--- config.mk ---
export PLATFORM = sky130hd
export DESIGN_NAME = csr_uart_fifo
export DESIGN_NICKNAME = d
export VERILOG_FILES = /design/src/rtl/csr_uart_fifo.sv
export SDC_FILE = /design/constraint.sdc
export NUM_CORES = 1
export LEC_CHECK = 0
export ABC_AREA = 1
export CORE_ASPECT_RATIO = 1.4
export CORE_MARGIN = 5
export CORE_UTILIZATION = 30
export CTS_BUF_LIST = sky130_fd_sc_hd__clkbuf_2
export CTS_CLUSTER_DIAMETER = 120
export DETAILED_ROUTE_END_ITERATION = 16
export PLACE_DENSITY = 0.53
export SYNTH_ARGS = -nofsm -noshare
export SYNTH_HDL_FRONTEND = slang
export SYNTH_SLANG_ARGS = --single-unit
--- constraint.sdc ---
create_clock -name clk -period 3.48 [get_ports clk]
set_input_delay 1.044 -clock clk [delete_from_list [all_inputs] [get_ports clk]]
set_output_delay 1.044 -clock clk [all_outputs]
set_load 0.02 [all_outputs]
--- src/rtl/csr_uart_fifo.sv ---
// csr_uart_fifo: buffered character UART on the CSR bus.
//
// Two CSRs:
//   BASE_ADDR   data/status: read = {tx_idle, rx_overrun, tx_full, rx_empty, rx_head[7:0]}
//                 write (001) pushes wdata[7:0] to TX, set (010) pops RX,
//                 clear (011) with wdata[10]=1 clears rx_overrun.
//   BASE_ADDR+1 control: [15:0] divisor, [16] rxie, [17] txie (write/set/clear bitwise).
//
// Ports:
//   clk, rstn          clock, asynchronous active-low reset
//   read               CSR read strobe (unused: reads have no side effects)
//   modify[2:0]        E-stage write code: 001 write, 010 set, 011 clear
//   wdata[31:0]        E-stage write data
//   addr[11:0]         D-stage CSR address
//   rdata[31:0], valid registered E-stage read result (0 / 0 when not addressed)
//   rx                 asynchronous serial input
//   tx                 serial output (idle high)
//   irq                level interrupt
//
// CSR handshake: addr is presented in cycle N (D stage); modify/wdata are
// presented in cycle N+1 (E stage); at the end of cycle N+1 the write is
// applied and valid/rdata capture the pre-write register value, so they are
// visible throughout cycle N+2 only.
module csr_uart_fifo #(
    parameter logic [11:0] BASE_ADDR  = 12'hBC0,
    parameter int          CLOCK_RATE = 12_000_000,
    parameter int          BAUD_RATE  = 115200,
    parameter int          TX_DEPTH   = 8,
    parameter int          RX_DEPTH   = 8
) (
    input  logic        clk,
    input  logic        rstn,
    input  logic        read,
    input  logic [2:0]  modify,
    input  logic [31:0] wdata,
    input  logic [11:0] addr,
    output logic [31:0] rdata,
    output logic        valid,
    input  logic        rx,
    output logic        tx,
    output logic        irq
);
    localparam int          TAW       = $clog2(TX_DEPTH);
    localparam int          RAW       = $clog2(RX_DEPTH);
    localparam logic [15:0] DIV_RESET = 16'(CLOCK_RATE / BAUD_RATE);
    localparam logic [2:0]  MOD_WRITE = 3'b001;
    localparam logic [2:0]  MOD_SET   = 3'b010;
    localparam logic [2:0]  MOD_CLEAR = 3'b011;

    localparam logic [1:0] RX_IDLE  = 2'd0;
    localparam logic [1:0] RX_START = 2'd1;
    localparam logic [1:0] RX_DATA  = 2'd2;
    localparam logic [1:0] RX_STOP  = 2'd3;

    logic unused_inputs;
    assign unused_inputs = ^{read, wdata[31:18]};

    // ---------------- CSR decode and control register ----------------
    logic        en_data, en_ctrl;
    logic [15:0] divisor;
    logic        rxie, txie;
    logic [17:0] ctrl_cur, ctrl_next;

    always_ff @(posedge clk or negedge rstn) begin
        if (!rstn) begin
            en_data <= 1'b0;
            en_ctrl <= 1'b0;
        end else begin
            en_data <= (addr == BASE_ADDR);
            en_ctrl <= (addr == BASE_ADDR + 12'd1);
        end
    end

    assign ctrl_cur = {txie, rxie, divisor};

    always_comb begin
        ctrl_next = ctrl_cur;
        case (modify)
            MOD_WRITE: ctrl_next = wdata[17:0];
            MOD_SET:   ctrl_next = ctrl_cur | wdata[17:0];
            MOD_CLEAR: ctrl_next = ctrl_cur & ~wdata[17:0];
            default:   ctrl_next = ctrl_cur;
        endcase
    end

    always_ff @(posedge clk or negedge rstn) begin
        if (!rstn) begin
            {txie, rxie, divisor} <= {2'b00, DIV_RESET};
        end else if (en_ctrl) begin
            {txie, rxie, divisor} <= ctrl_next;
        end
    end

    // Bit period is clamped so the RX half-period count never collapses.
    logic [15:0] bit_period, reload, half_reload;
    assign bit_period  = (divisor < 16'd4) ? 16'd4 : divisor;
    assign reload      = bit_period - 16'd1;
    assign half_reload = (bit_period >> 1) - 16'd1;

    logic tx_push, rx_pop, ovr_clr;
    assign tx_push = en_data && (modify == MOD_WRITE);
    assign ovr_clr = en_data && (modify == MOD_CLEAR) && wdata[10];

    // ---------------- TX FIFO ----------------
    logic [7:0] tx_mem [TX_DEPTH];
    logic [TAW:0] tx_wp, tx_rp;
    logic tx_empty, tx_full, tx_pop, tx_wr;

    assign tx_empty = (tx_wp == tx_rp);
    assign tx_full  = (tx_wp[TAW] != tx_rp[TAW]) && (tx_wp[TAW-1:0] == tx_rp[TAW-1:0]);
    assign tx_wr    = tx_push && (!tx_full || tx_pop);

    always_ff @(posedge clk) begin
        if (tx_wr) tx_mem[tx_wp[TAW-1:0]] <= wdata[7:0];
    end

    always_ff @(posedge clk or negedge rstn) begin
        if (!rstn) begin
            tx_wp <= '0;
            tx_rp <= '0;
        end else begin
            if (tx_wr)  tx_wp <= tx_wp + 1'b1;
            if (tx_pop) tx_rp <= tx_rp + 1'b1;
        end
    end

    // ---------------- TX shifter ----------------
    // The line flop follows the shifter one cycle later, so a frame that ends
    // and the next one that loads on the same edge stay gapless on the wire.
    logic       tx_busy;
    logic [9:0] tx_shift;
    logic [3:0] tx_bit;
    logic [15:0] tx_cnt;
    logic       tx_frame_end;

    assign tx_frame_end = tx_busy && (tx_cnt == 16'd0) && (tx_bit == 4'd9);
    assign tx_pop       = !tx_empty && (!tx_busy || tx_frame_end);

    always_ff @(posedge clk or negedge rstn) begin
        if (!rstn) begin
            tx_busy  <= 1'b0;
            tx_shift <= 10'h3FF;
            tx_bit   <= 4'd0;
            tx_cnt   <= 16'd0;
            tx       <= 1'b1;
        end else begin
            tx <= tx_busy ? tx_shift[0] : 1'b1;
            if (tx_pop) begin
                tx_busy  <= 1'b1;
                tx_shift <= {1'b1, tx_mem[tx_rp[TAW-1:0]], 1'b0};
                tx_bit   <= 4'd0;
                tx_cnt   <= reload;
            end else if (tx_busy) begin
                if (tx_cnt == 16'd0) begin
                    if (tx_bit == 4'd9) begin
                        tx_busy <= 1'b0;
                    end else begin
                        tx_shift <= {1'b1, tx_shift[9:1]};
                        tx_bit   <= tx_bit + 4'd1;
                        tx_cnt   <= reload;
                    end
                end else begin
                    tx_cnt <= tx_cnt - 16'd1;
                end
            end
        end
    end

    // ---------------- RX synchronizer and FSM ----------------
    logic [1:0]  rx_sync;
    logic        rx_s;
    logic [1:0]  rx_state;
    logic [15:0] rx_cnt;
    logic [2:0]  rx_bit;
    logic [7:0]  rx_byte;
    logic        rx_done;

    assign rx_s = rx_sync[1];

    always_ff @(posedge clk or negedge rstn) begin
        if (!rstn) begin
            rx_sync  <= 2'b11;
            rx_state <= RX_IDLE;
            rx_cnt   <= 16'd0;
            rx_bit   <= 3'd0;
            rx_byte  <= 8'd0;
            rx_done  <= 1'b0;
        end else begin
            rx_sync <= {rx_sync[0], rx};
            rx_done <= 1'b0;
            case (rx_state)
                RX_IDLE: begin
                    if (!rx_s) begin
                        rx_state <= RX_START;
                        rx_cnt   <= half_reload;
                    end
                end
                RX_START: begin
                    if (rx_cnt == 16'd0) begin
                        // A high line at mid start bit is a glitch, not a frame.
                        rx_state <= rx_s ? RX_IDLE : RX_DATA;
                        rx_cnt   <= reload;
                        rx_bit   <= 3'd0;
                    end else begin
                        rx_cnt <= rx_cnt - 16'd1;
                    end
                end
                RX_DATA: begin
                    if (rx_cnt == 16'd0) begin
                        rx_byte <= {rx_s, rx_byte[7:1]};
                        rx_cnt  <= reload;
                        rx_bit  <= rx_bit + 3'd1;
                        if (rx_bit == 3'd7) rx_state <= RX_STOP;
                    end else begin
                        rx_cnt <= rx_cnt - 16'd1;
                    end
                end
                default: begin
                    if (rx_cnt == 16'd0) begin
                        rx_done  <= rx_s;   // stop bit 0 = framing error, byte dropped
                        rx_state <= RX_IDLE;
                    end else begin
                        rx_cnt <= rx_cnt - 16'd1;
                    end
                end
            endcase
        end
    end

    // ---------------- RX FIFO ----------------
    logic [7:0] rx_mem [RX_DEPTH];
    logic [RAW:0] rx_wp, rx_rp;
    logic rx_empty, rx_full, rx_wr, rx_ovr;
    logic [7:0] rx_head;

    assign rx_empty = (rx_wp == rx_rp);
    assign rx_full  = (rx_wp[RAW] != rx_rp[RAW]) && (rx_wp[RAW-1:0] == rx_rp[RAW-1:0]);
    assign rx_pop   = en_data && (modify == MOD_SET) && !rx_empty;
    assign rx_wr    = rx_done && (!rx_full || rx_pop);
    assign rx_head  = rx_empty ? 8'd0 : rx_mem[rx_rp[RAW-1:0]];

    always_ff @(posedge clk) begin
        if (rx_wr) rx_mem[rx_wp[RAW-1:0]] <= rx_byte;
    end

    always_ff @(posedge clk or negedge rstn) begin
        if (!rstn) begin
            rx_wp  <= '0;
            rx_rp  <= '0;
            rx_ovr <= 1'b0;
        end else begin
            if (rx_wr)  rx_wp <= rx_wp + 1'b1;
            if (rx_pop) rx_rp <= rx_rp + 1'b1;
            if (rx_done && !rx_wr) rx_ovr <= 1'b1;
            else if (ovr_clr)      rx_ovr <= 1'b0;
        end
    end

    // ---------------- Read path and interrupt ----------------
    logic        tx_idle;
    logic [31:0] data_word, ctrl_word;

    assign tx_idle   = tx_empty && !tx_busy;
    assign data_word = {20'd0, tx_idle, rx_ovr, tx_full, rx_empty, rx_head};
    assign ctrl_word = {14'd0, ctrl_cur};

    always_ff @(posedge clk or negedge rstn) begin
        if (!rstn) begin
            valid <= 1'b0;
            rdata <= 32'd0;
            irq   <= 1'b0;
        end else begin
            valid <= en_data || en_ctrl;
            rdata <= en_data ? data_word : (en_ctrl ? ctrl_word : 32'd0);
            irq   <= (rxie && !rx_empty) || (txie && tx_empty);
        end
    end
endmodule

* Word-level counts from Yosys, hierarchy flattened *
Memories as Yosys holds them, arrays and structs flattened.
Index checks and enable logic that the tools add are counted.

word-level totals
  register bits = 121
  latch bits = 0
  bits in writable memories = 128
  memory bits (read-only) = 0
  bits of input ports = 51
  word-level logic and storage cells = 151
  memories = 2

memories
  name    depth  bits a word  read ports  clocked after memory_dff  wr ports  RTL line  source
  rx_mem  8      8            1           0                         1         231       logic [7:0] rx_mem [RX_DEPTH];
  tx_mem  8      8            1           0                         1         105       logic [7:0] tx_mem [TX_DEPTH];

cells by class
  $add $sub $neg = 10
  $mul = 0
  divide/modulo/power cells = 0
  order comparisons = 1
  equality and inequality tests = 22
  shift operators = 0
  multiplexer cells = 44
  bitwise gates (word level) = 3
  reductions and logical operators = 45

operator list
  operator                 number
  $mux W16                 8
  $pmux W18 S3             1
  $sub A16 B1 Y16 const B  3
  $mux W10                 4
  $mux W18                 2
  $logic_not A16 Y1        2
  $pmux W16 S2             1
  $eq A12 B12 Y1 const B   2
  $add A4 B1 Y4 const B    5
  $and A18 B18 Y18         1
  $not A18 Y18             1
  $or A18 B18 Y18          1
  $logic_and A1 B1 Y1      16
  $lt A16 B3 Y1 const B    1
  $mux W4                  4
  $sub A15 B1 Y16 const B  1
  $mux W1                  13
  $mux W2                  6
  $ne A2 B2 Y1 const B     5
  $reduce_bool A2 Y1       5
  $eq A4 B4 Y1             2
  $mux W8                  1
  $reduce_and A2 Y1        4
  $eq A3 B2 Y1 const B     2
  other kinds (21)         34

* Longest topological paths before layout *
  depth in word-level cells = 9
  gate-level depth with buffers = 18
  depth with buffers taken out = 18

* Least setup slack after synthesis *
No wires, ideal clock.

  path kind = input port to flip-flop
  start = input port modify[1]
  end = memory rx_mem[0][0] (enable)
  library setup time = 0.370 ns
  arrival = 2.417 ns
  data required time = 3.110 ns
  path slack = 0.693 ns
  stages on the path = 9
  cell sequence = inv_1 > nor2_2 > nand2_1 > inv_1 > nand2_2 > nand3b_1 > nand2_1 > or2_1 > nor2_1

between the ends
  cells in the longest elaborated chain, start to end = 7

ends and longest elaborated chain
  element                            RTL line  source
  from (decl)                        34        input logic [2:0] modify,
  $eq A3 B2 Y1                       238       assign rx_pop = en_data && (modify == MOD_SET) && !rx_empty;
  $logic_and A1 B1 Y1 (2 in series)  238
  $logic_or A1 B1 Y1                 239       assign rx_wr = rx_done && (!rx_full || rx_pop);
  $logic_and A1 B1 Y1                239
  $mux W1                            243       if (rx_wr) rx_mem[rx_wp[RAW-1:0]] <= rx_byte;
  $mux W1 (implied by the code)      243
  to (decl)                          231

No other way between the ends.

* Final worst setup path *
  start = register tx
  end = output port tx

RTL lines
  element                 RTL line  source
  from (decl)             40        output logic tx,
  from (signal assigned)  147       tx <= tx_busy ? tx_shift[0] : 1'b1;

No word-level cell between the ends.

==> results_dict.tcl <==
set metrics [dict create \
    status "complete, no violations" \
    htree_levels 3 \
    dpl.hpwl_mm 22.4 \
    tightestPinTransition_ns 0.672 \
    vdd_drop_max_v 0.000212 \
    finalHoldViolCount 0 \
    cts_resized 0 \
    ys_warn_count 0 \
    path_delay_family "buffers and inverters" \
    rows 87 \
    drt_iter0_markers 506 \
    finalNonFillerCells 2024 \
    wire_per_inst_um 15.8 \
    initial_utilization_pct 30.2 \
    overflow 0 \
    portBuffers 56 \
    slowest_stage "clkdlybuf4s50_1" \
    numCtsBuffers 68 \
    synth.distinct_cells 49 \
    ys_seq_elements 248 \
    max_stage_delay_ns 0.59 \
    power_mw 6.29 \
    crit_required_ns 2.44 \
    dp.cells 1897 \
    area_growth_pct 15.6 \
    path_class "flop to output pin" \
    grt_pass1_wl_mm 50.4 \
    nets 1502 \
    worstPathCellList "clkdlybuf4s50_1" \
    p_seq_share_pct 53.4 \
    syn_area_sq_mm 0.0121 \
    num_io_pins 86 \
    synth_top_area_share_pct 31.6 \
    synthAdderAreaFrac_pct 1.75 \
    clock.fmax_mhz 329 \
    ant_nets 0 \
    drt_pre_antenna_iters 5 \
    syn_area_per_cell_sq_um 9.20 \
    synth-simple-area-share_pct 19.8 \
    period_minus_slack_ns 3.04 \
    insertion_delay_ns 0.95 \
    synth_xor_xnor_area_share_pct 3.10 \
    nFillCells 4148 \
    core_area_sq_mm 0.0402 \
    maxCapViolations 0 \
    num_vias 9448 \
    clock_skew_ns 0.111 \
    die_y_um 248 \
    path_max_fanout 1 \
    leakagePower_nw 5.90 \
    grt_pass1_vias 9559 \
    swShare_pct 29.8 \
    power.switching_mw 1.88 \
    crit_path_end_kind "output pin" \
    final_cell_mix "nand2_1 (286), nor2_1 (165), inv_1 (130)" \
    cts-root-buf "clkbuf_2" \
    synthTopCellsByArea "edfxtp_1 (32%), dfrtp_1 (22%), nand2_1 (8.8%), nor2_1 (5.1%), o21ai_0 (4.2%)" \
    rsz0062_at_grt "no" \
    fp.dieW_um 180 \
    grt_start_max_net_pins 58 \
    setup_viol 0 \
    path_buf_inv 1 \
    postSynthCellCount 1320 \
    cts_max_path_buffers 3 \
    crit_path_start_kind "flop" \
    cts_tree "yes" \
    final_common_cell "nand2_1" \
    vias_per_cell 4.67 \
    combPwrFrac_pct 11.4 \
    slew_headroom_pct 55.1 \
    antenna_found_initial 2 \
    synthMuxAreaShare_pct 0.185 \
    wl_mm 32.0 \
    power.density_mw_per_mm2 448 \
    synth_compound_area_share_pct 11.9 \
    yosysSeqAreaShare_pct 56.5 \
    gp_congestion 0.864 \
    finalCritPeriodShare_pct 87.5 \
    grt.total_usage_pct 14.2 \
    drive_gt1_share_pct 12.8 \
    synth_top_family_by_area "simple AND/OR/NAND/NOR gates" \
    drc_errors 0 \
    crit_arrival_ns 2.00 \
    power_frac_clock_pct 35.2 \
    finalSetupTns_ns 0 \
    cts.sink_count 248 \
    clk_pin_slew_ns 0.10 \
    die_area_sq_mm 0.0447 \
    p_int_mw 4.41 \
    yosys.area.top_type "edfxtp_1" \
    slew_viol_final 0 \
    hold_class "flop to flop" \
]
## metal layers
metal  GRT usage (%)  vias up  share of wire (%)
met5               0        -                  0
met4            6.32        0                3.1
met3            2.97       67                4.6
met2            26.3      205                 52
met1            15.7     4485                 40
li1                -     4691                  -
## cell type report
cell class	count	area [sq um]	area share [%]
Antenna cell	2	5.00	0.0356
Clock buffer	97	485	3.46
Clock inverter	27	181	1.29
Inverter	137	520	3.71
Multi-Input combinational cell	893	4520	32.2
Sequential cell	248	6870	48.9
Tap cell	534	668	4.76
Timing Repair Buffer	86	802	5.71
## power by group through the flow
stage               Combinational [mW]  Sequential [mW]  Clock (mW)
floorplan                        0.513             3.38           0
global placement                 0.711             3.42           0
detailed placement               0.720             3.42           0
CTS                              0.726             3.36        2.31
global route                     0.822             3.38        2.46
finish                           0.717             3.36        2.21
## synthesized netlist by cell type, drive strengths merged
library cell / n
conb: 1
xor2: 36
nand2: 296
or2: 1
o32ai: 17
a31oi: 5
nand3b: 2
dfrtp: 105
nor4: 2
nor3b: 2
o21bai: 1
nand4: 11
dfstp: 15
clkinv: 4
o31ai: 4
edfxtp: 128
clkbuf: 25
a21oi: 56
nor2: 175
nor3: 12
mux2: 2
nand3: 72
o21ai: 109
o211ai: 11
o22ai: 33
buf: 30
xnor2: 7
ha: 17
a32oi: 1
a32o: 7
inv: 133
## worst register-to-register path: stages, from the launching register on
cell     delay (ns)
dfrtp_1        0.49
nor2_1         0.21
nand2_1        0.15
nor2_1         0.14
nand2_2        0.14
nand2_1        0.18
ha_1           0.24
nand2_1        0.12
nor3_2         0.40
nand2_1        0.10
nand2_1        0.07
nand2_1        0.12
nand3_1        0.10
nand3_1        0.10
nor2_1         0.15
nor2_1         0.06
## logic make-up after synthesis
logic type / Yosys count
buffers and inverters: 192
AO/OA/AOI/OAI: 244
multiplexers: 2
adder cells (fa/ha/maj): 17
other: 1
AND/OR/NAND/NOR: 573
flip-flops: 248
XOR/XNOR: 43
## flip-flops by register name (all words and copies together), names as in the netlist, 2 cells and up
register / cells
rx_mem: 64
tx_rp: 4
rx_byte: 8
divisor: 16
rdata: 18
rx_sync: 2
rx_bit: 3
tx_wp: 4
rx_cnt: 16
tx_cnt: 16
tx_shift: 9
rx_rp: 4
tx_mem: 64
tx_bit: 4
rx_state: 2
rx_wp: 4
## metrics by stage
stage          util [%]  setup slack [ns]  instance area [sq um]  hold slack [ns]
3_3_place_gp       33.3             0.318                  13400            0.355
2_1_floorplan         -             0.693                  12200            0.345
5_1_grt            35.0             0.183                  14000            0.404
4_1_cts            35.0             0.313                  14000            0.392
6_report           35.0             0.436                  14000            0.389
3_5_place_dp       33.3             0.319                  13400            0.355
## final timing paths
| path | start | endpoint | slack, ns | cells past startpoint |
|---|---|---|---|---|
| worst max-delay path | tx | tx | 0.44 | 1 |
| worst min-delay path | rx_sync[0] | rx_sync[1] | 0.39 | 0 |
| worst max register to register | divisor[9] | rx_cnt[7] | 0.49 | 15 |
| worst min register to register | rx_sync[0] | rx_sync[1] | 0.39 | 0 |
| max in group asynchronous | rstn | rx_sync[1] | 2.03 | 3 |
| min in group asynchronous | rstn | tx_rp[2] | 0.65 | 2 |
## repair_timing
item	CTS	global route
hold buffers	1	0
setup buffers	0	0
endpoints found under the hold margin	2	0
Note: power is estimated with default switching activity, not from simulation.
